==> src/rtl/dcache_mem_arbiter.sv <==
// Burst arbiter that shares one word-wide memory port between icache fills,
// dcache fills and dcache write-backs; each grant covers a full cache line.
module dcache_mem_arbiter #(
  parameter int BLOCK_SIZE = 8
) (
  input  logic        clk,
  input  logic        reset,
  input  logic        i_read_req,
  input  logic [31:0] i_read_addr,
  output logic [31:0] i_read_data,
  output logic        i_read_val,
  input  logic        d_write_req,
  input  logic [31:0] d_write_addr,
  input  logic [31:0] d_write_data,
  output logic        d_write_val,
  input  logic        d_read_req,
  input  logic [31:0] d_read_addr,
  output logic [31:0] d_read_data,
  output logic        d_read_val,
  output logic        ram_en,
  output logic        ram_we,
  output logic [31:0] ram_addr,
  output logic [31:0] ram_wdata,
  input  logic [31:0] ram_rdata,
  input  logic        ram_ack
);

  localparam int BW = (BLOCK_SIZE > 8) ? $clog2(BLOCK_SIZE) : 3;
  localparam logic [BW-1:0] LAST_BEAT = BW'(BLOCK_SIZE - 1);
  localparam logic [BW-1:0] BEAT_ZERO = {BW{1'b0}};
  localparam logic [BW-1:0] BEAT_ONE  = {{(BW-1){1'b0}}, 1'b1};

  typedef enum logic [2:0] {IDLE, GAP1, GAP2, ACCESS, DONE1, DONE2} state_t;
  typedef enum logic [1:0] {GNT_NONE, GNT_DW, GNT_DR, GNT_IR} grant_t;

  state_t        state_q, state_d;
  grant_t        grant_q, grant_d;
  logic [BW-1:0] beat_q, beat_d;
  logic [26:0]   line_q, line_d;
  logic [31:0]   rdata_q, rdata_d;
  logic          i_val_q, i_val_d;
  logic          dr_val_q, dr_val_d;
  logic          dw_val_q, dw_val_d;
  logic          ram_en_q, ram_en_d;
  logic          ram_we_q, ram_we_d;
  logic [31:0]   ram_addr_q, ram_addr_d;
  logic [31:0]   ram_wdata_q, ram_wdata_d;
  logic          granted_req_s;
  logic          unused_addr_bits_s;

  // Word offsets come from the beat counter, so the low request address bits are never needed
  assign unused_addr_bits_s = ^{i_read_addr[4:0], d_read_addr[4:0], d_write_addr[4:0]};

  // Next-state, grant, beat counter and registered-output computation
  always_comb begin
    state_d       = state_q;
    grant_d       = grant_q;
    beat_d        = beat_q;
    line_d        = line_q;
    rdata_d       = rdata_q;
    i_val_d       = 1'b0;
    dr_val_d      = 1'b0;
    dw_val_d      = 1'b0;
    ram_en_d      = 1'b0;
    ram_we_d      = 1'b0;
    ram_addr_d    = ram_addr_q;
    ram_wdata_d   = ram_wdata_q;
    granted_req_s = 1'b0;

    case (grant_q)
      GNT_DW:  granted_req_s = d_write_req;
      GNT_DR:  granted_req_s = d_read_req;
      GNT_IR:  granted_req_s = i_read_req;
      default: granted_req_s = 1'b0;
    endcase

    case (state_q)
      IDLE: begin
        beat_d = BEAT_ZERO;
        if (d_write_req) begin
          grant_d = GNT_DW;
          line_d  = d_write_addr[31:5];
          state_d = GAP1;
        end else if (d_read_req) begin
          grant_d = GNT_DR;
          line_d  = d_read_addr[31:5];
          state_d = GAP1;
        end else if (i_read_req) begin
          grant_d = GNT_IR;
          line_d  = i_read_addr[31:5];
          state_d = GAP1;
        end else begin
          grant_d = GNT_NONE;
          state_d = IDLE;
        end
      end
      // A client that withdraws its request during a gap abandons the rest of the line
      GAP1, GAP2: begin
        if (granted_req_s) begin
          state_d = (state_q == GAP1) ? GAP2 : ACCESS;
        end else begin
          state_d = IDLE;
          grant_d = GNT_NONE;
          beat_d  = BEAT_ZERO;
        end
      end
      ACCESS: begin
        if (ram_ack) begin
          rdata_d = ram_rdata;
          case (grant_q)
            GNT_DW:  dw_val_d = 1'b1;
            GNT_DR:  dr_val_d = 1'b1;
            GNT_IR:  i_val_d  = 1'b1;
            default: i_val_d  = 1'b0;
          endcase
          if (beat_q == LAST_BEAT) begin
            beat_d  = BEAT_ZERO;
            state_d = DONE1;
          end else begin
            beat_d  = beat_q + BEAT_ONE;
            state_d = GAP1;
          end
        end else begin
          state_d = ACCESS;
        end
      end
      DONE1: state_d = DONE2;
      DONE2: begin
        state_d = IDLE;
        grant_d = GNT_NONE;
      end
      default: begin
        state_d = IDLE;
        grant_d = GNT_NONE;
        beat_d  = BEAT_ZERO;
      end
    endcase

    // Memory request is captured on entry to ACCESS and held until the ack
    if (state_d == ACCESS) begin
      ram_en_d = 1'b1;
      ram_we_d = (grant_q == GNT_DW);
      if (state_q != ACCESS) begin
        ram_addr_d  = {line_q, beat_q[2:0], 2'b00};
        ram_wdata_d = d_write_data;
      end else begin
        ram_addr_d  = ram_addr_q;
        ram_wdata_d = ram_wdata_q;
      end
    end else begin
      ram_en_d = 1'b0;
      ram_we_d = 1'b0;
    end
  end

  // State and output registers with synchronous reset
  always_ff @(posedge clk) begin
    if (reset) begin
      state_q     <= IDLE;
      grant_q     <= GNT_NONE;
      beat_q      <= BEAT_ZERO;
      line_q      <= 27'd0;
      rdata_q     <= 32'd0;
      i_val_q     <= 1'b0;
      dr_val_q    <= 1'b0;
      dw_val_q    <= 1'b0;
      ram_en_q    <= 1'b0;
      ram_we_q    <= 1'b0;
      ram_addr_q  <= 32'd0;
      ram_wdata_q <= 32'd0;
    end else begin
      state_q     <= state_d;
      grant_q     <= grant_d;
      beat_q      <= beat_d;
      line_q      <= line_d;
      rdata_q     <= rdata_d;
      i_val_q     <= i_val_d;
      dr_val_q    <= dr_val_d;
      dw_val_q    <= dw_val_d;
      ram_en_q    <= ram_en_d;
      ram_we_q    <= ram_we_d;
      ram_addr_q  <= ram_addr_d;
      ram_wdata_q <= ram_wdata_d;
    end
  end

  assign i_read_data = rdata_q;
  assign d_read_data = rdata_q;
  assign i_read_val  = i_val_q;
  assign d_read_val  = dr_val_q;
  assign d_write_val = dw_val_q;
  assign ram_en      = ram_en_q;
  assign ram_we      = ram_we_q;
  assign ram_addr    = ram_addr_q;
  assign ram_wdata   = ram_wdata_q;

endmodule

==> config.mk <==
export PLATFORM = sky130hd
export DESIGN_NAME = dcache_mem_arbiter
export DESIGN_NICKNAME = d
export VERILOG_FILES = /design/src/rtl/dcache_mem_arbiter.sv
export SDC_FILE = /design/constraint.sdc
export NUM_CORES = 1
export LEC_CHECK = 0
export ABC_AREA = 1
export BUFFER_PORTS_ARGS = -buffer_cell sky130_fd_sc_hd__buf_4
export CORE_AREA = 2 2 117 119
export DETAILED_ROUTE_END_ITERATION = 12
export DIE_AREA = 0 0 119 121
export GPL_TIMING_DRIVEN = 0
export MAX_ROUTING_LAYER = met4
export PLACE_DENSITY = 0.78
export SYNTH_ARGS = -nofsm -noshare
export SYNTH_HDL_FRONTEND = slang
export SYNTH_SLANG_ARGS = --single-unit
==> constraint.sdc <==
create_clock -name clk -period 3.6 [get_ports clk]
set_input_delay 0.18 -clock clk [delete_from_list [all_inputs] [get_ports clk]]
set_output_delay 0.18 -clock clk [all_outputs]
set_load 0.05 [all_outputs]
==> impl_metrics.tcl <==
set metrics [dict create \
    wl_mm 17.7 \
    dieArea_sq_um 14400 \
    postCtsSetupBuffers 0 \
    fin_crit_sh_pct 43.5 \
    grt_max_degree 17 \
    die_h_microns 121 \
    cts_tree "yes" \
    fmax_ghz 0.639 \
    p_sw_mw 0.859 \
    grt_pass1_wl_mm 27.8 \
    cts.sinks 134 \
    fin_ws_ns 2.04 \
    hold_viol 0 \
    via_per_inst 4.67 \
    worstRegToRegCells 7 \
    nets 1266 \
    die_w_microns 119 \
    cts_buffer_depth 2 \
    drc 0 \
    dp_slack_ns 1.90 \
    core_sq_um 13100 \
    clkPwrFrac_pct 48.4 \
    slowest_delay_ns 0.43 \
    min-delay-start "d_write_data[2]" \
    seqPwrFrac_pct 41.0 \
    vias 6003 \
    final_area_sq_um 8570 \
    critPathRequiredTime_ns 3.89 \
    rsz0062_at_grt "no" \
    cts_buffers 17 \
    rrSetupSlack_ns 2.04 \
    dr_wl_met3_mm 1.54 \
    dr.max_layer_used "met4" \
    rr_startpoint "grant_q[0]" \
    start_util_pct 42.9 \
    powerDensity_nw_per_um2 441 \
    dr.pass1.iters 4 \
    place_hpwl_mm 13.8 \
    num_rows 42 \
    min_to "ram_wdata[2]" \
    cts_root_buf "clkbuf_16" \
    drive_gt1_share_pct 33.7 \
    timing.setup.tns_ns 0 \
    yosysWarnings 0 \
    ant_nets 0 \
    power_leakage_nw 4.10 \
    syn_inst 796 \
    period_needed_ns 1.56 \
    antenna_found_initial 0 \
    io_pins 299 \
    arrival_ns 1.85 \
    vdd_drop_max_mv 0.294 \
    ys_seq_area_share_pct 47.8 \
    p_int_mw 2.92 \
    met2_length_mm 9.01 \
    cp-end-kind "flop" \
    cts.htree.levels 4 \
    grt_usage_pct 25.2 \
    start_kind "flop" \
    final_util_pct 65.5 \
    relSlewSlack_pct 62.3 \
    syn_avg_cell_area_sq_um 7.05 \
    path_max_fanout 10 \
    cp_common_cell "nand3_1" \
    path_class "flop to flop" \
    holdPathStages 3 \
    worst_slew_pin_slew_ns 0.566 \
    ys_types 20 \
    fin_cells 1285 \
    slowest_stage "dfxtp_1" \
    synthToLayoutAreaGrowth_pct 52.9 \
    maxCapViolCount 0 \
    outcome "finished, final reports clean" \
    placed_area_sq_um 7940 \
    ys_seq_elements 134 \
    switching_share_pct 22.7 \
    hp-class "input port to flop" \
    crit_chain "nand3_1, nand3_1, nand2_1, buf_4, buf_2, o21ai_0, nor2_1" \
    setup_viol 0 \
    place_inst 1254 \
    port_buffers 281 \
    netlist_area_sq_um 5610 \
    gp_congestion 0.859 \
    first_global_vias 5753 \
    drv_slew 0 \
    grt.overflow.total 0 \
    worst_clock_skew_ns 0.0139 \
    dr.first_iter.drc_count 309 \
    avgRoutedWirePerCell_microns 13.8 \
    drt-met1-wl_mm 6.82 \
    antenna_cells 0 \
    combinationalPowerShare_pct 10.6 \
    power_mw 3.78 \
    clk_latency_ns 0.41 \
    regToRegEndpoint "ram_wdata[21]" \
    clk_pin_slew_worst_paths_ns 0.06 \
    timing.hold.ws_ns 0.00705 \
]
-- worst max path at each step --
| stage | startpoint | to |
|---|---|---|
| 2_1_floorplan | state_q[0] | line_q[23] |
| 3_3_place_gp | reset | ram_wdata[21] |
| 3_5_place_dp | reset | ram_wdata[21] |
| 4_1_cts | grant_q[0] | ram_wdata[21] |
| 5_1_grt | grant_q[0] | ram_wdata[21] |
| 6_report | grant_q[0] | ram_wdata[21] |
-- flip-flops by register name, summed over array words and instances, names as in the netlist --
name	flops
ram_addr	30
d_write_val	1
ram_we	1
d_read_data	32
ram_wdata	32
d_read_val	1
line_q	27
grant_q	2
i_read_val	1
state_q	3
beat_q	3
ram_en	1
-- final cells by class --
class                           instances  area (sq um)
Multi-Input combinational cell        566          2370
Clock buffer                           22           474
Timing Repair Buffer                  282          2120
Tap cell                              176           220
Buffer                                 83           499
Sequential cell                       134          2680
Inverter                               14          55.1
Clock inverter                          8           148
Fill cell                            1213          4510
-- routing by layer --
| layer | vias to the layer above | track usage, % |
|---|---|---|
| met3 | 22 | 8.74 |
| met5 | - | - |
| met2 | 219 | 45.4 |
| li1 | 3095 | - |
| met4 | 0 | 9.08 |
| met1 | 2667 | 25.4 |
-- cells by family after synthesis --
family,Yosys count,synth area share [%]
compound gates,159,14.2
buf+inv,97,9.88
flops,134,47.8
fa+ha+maj,2,0.446
other cells,1,0.0669
simple gates,403,27.6
-- what timing repair did --
item | in CTS | in global routing
resized for setup | 0 | 0
endpoints found under the hold margin | 1 | 0
hold buffers | 1 | 0
endpoints found under the setup margin | 0 | 0
-- Yosys cell counts (all sizes together) --
cell type	n	share of area, %
buf	57	7.1
nor3	3	0.27
clkbuf	26	1.8
nand2	199	13
dfxtp	134	48
nor2	191	13
a21oi	69	6.2
ha	2	0.45
nand3	10	0.89
conb	1	0.067
inv	14	0.98
o21ai	90	8.0
-- power by group through the flow --
stage | Combinational [mW] | Sequential (mW) | Clock (mW)
2_1_floorplan | 0.190 | 1.60 | 0
3_3_place_gp | 0.393 | 1.58 | 0
3_5_place_dp | 0.397 | 1.58 | 0
4_1_cts | 0.401 | 1.55 | 1.84
5_1_grt | 0.447 | 1.56 | 1.92
6_report | 0.400 | 1.55 | 1.83
-- critical path, delay by kind of cell (launching register included) --
family                 cells  cell delay [ns]
DFF                        1             0.43
buffers and inverters      2             0.36
and+or+nand+nor            4             0.35
AOI/OAI and AO/OA          1             0.31
-- layout by cell type, fill, tap and decap left out, drive strengths merged, types with 4 or more instances in the layout --
cell / n
nor2: 191
nand3: 10
clkbuf: 48
a21oi: 69
inv: 14
buf: 338
dfxtp: 134
bufinv: 4
nand2: 199
o21ai: 90
Note: power is estimated with default switching activity, not from simulation.
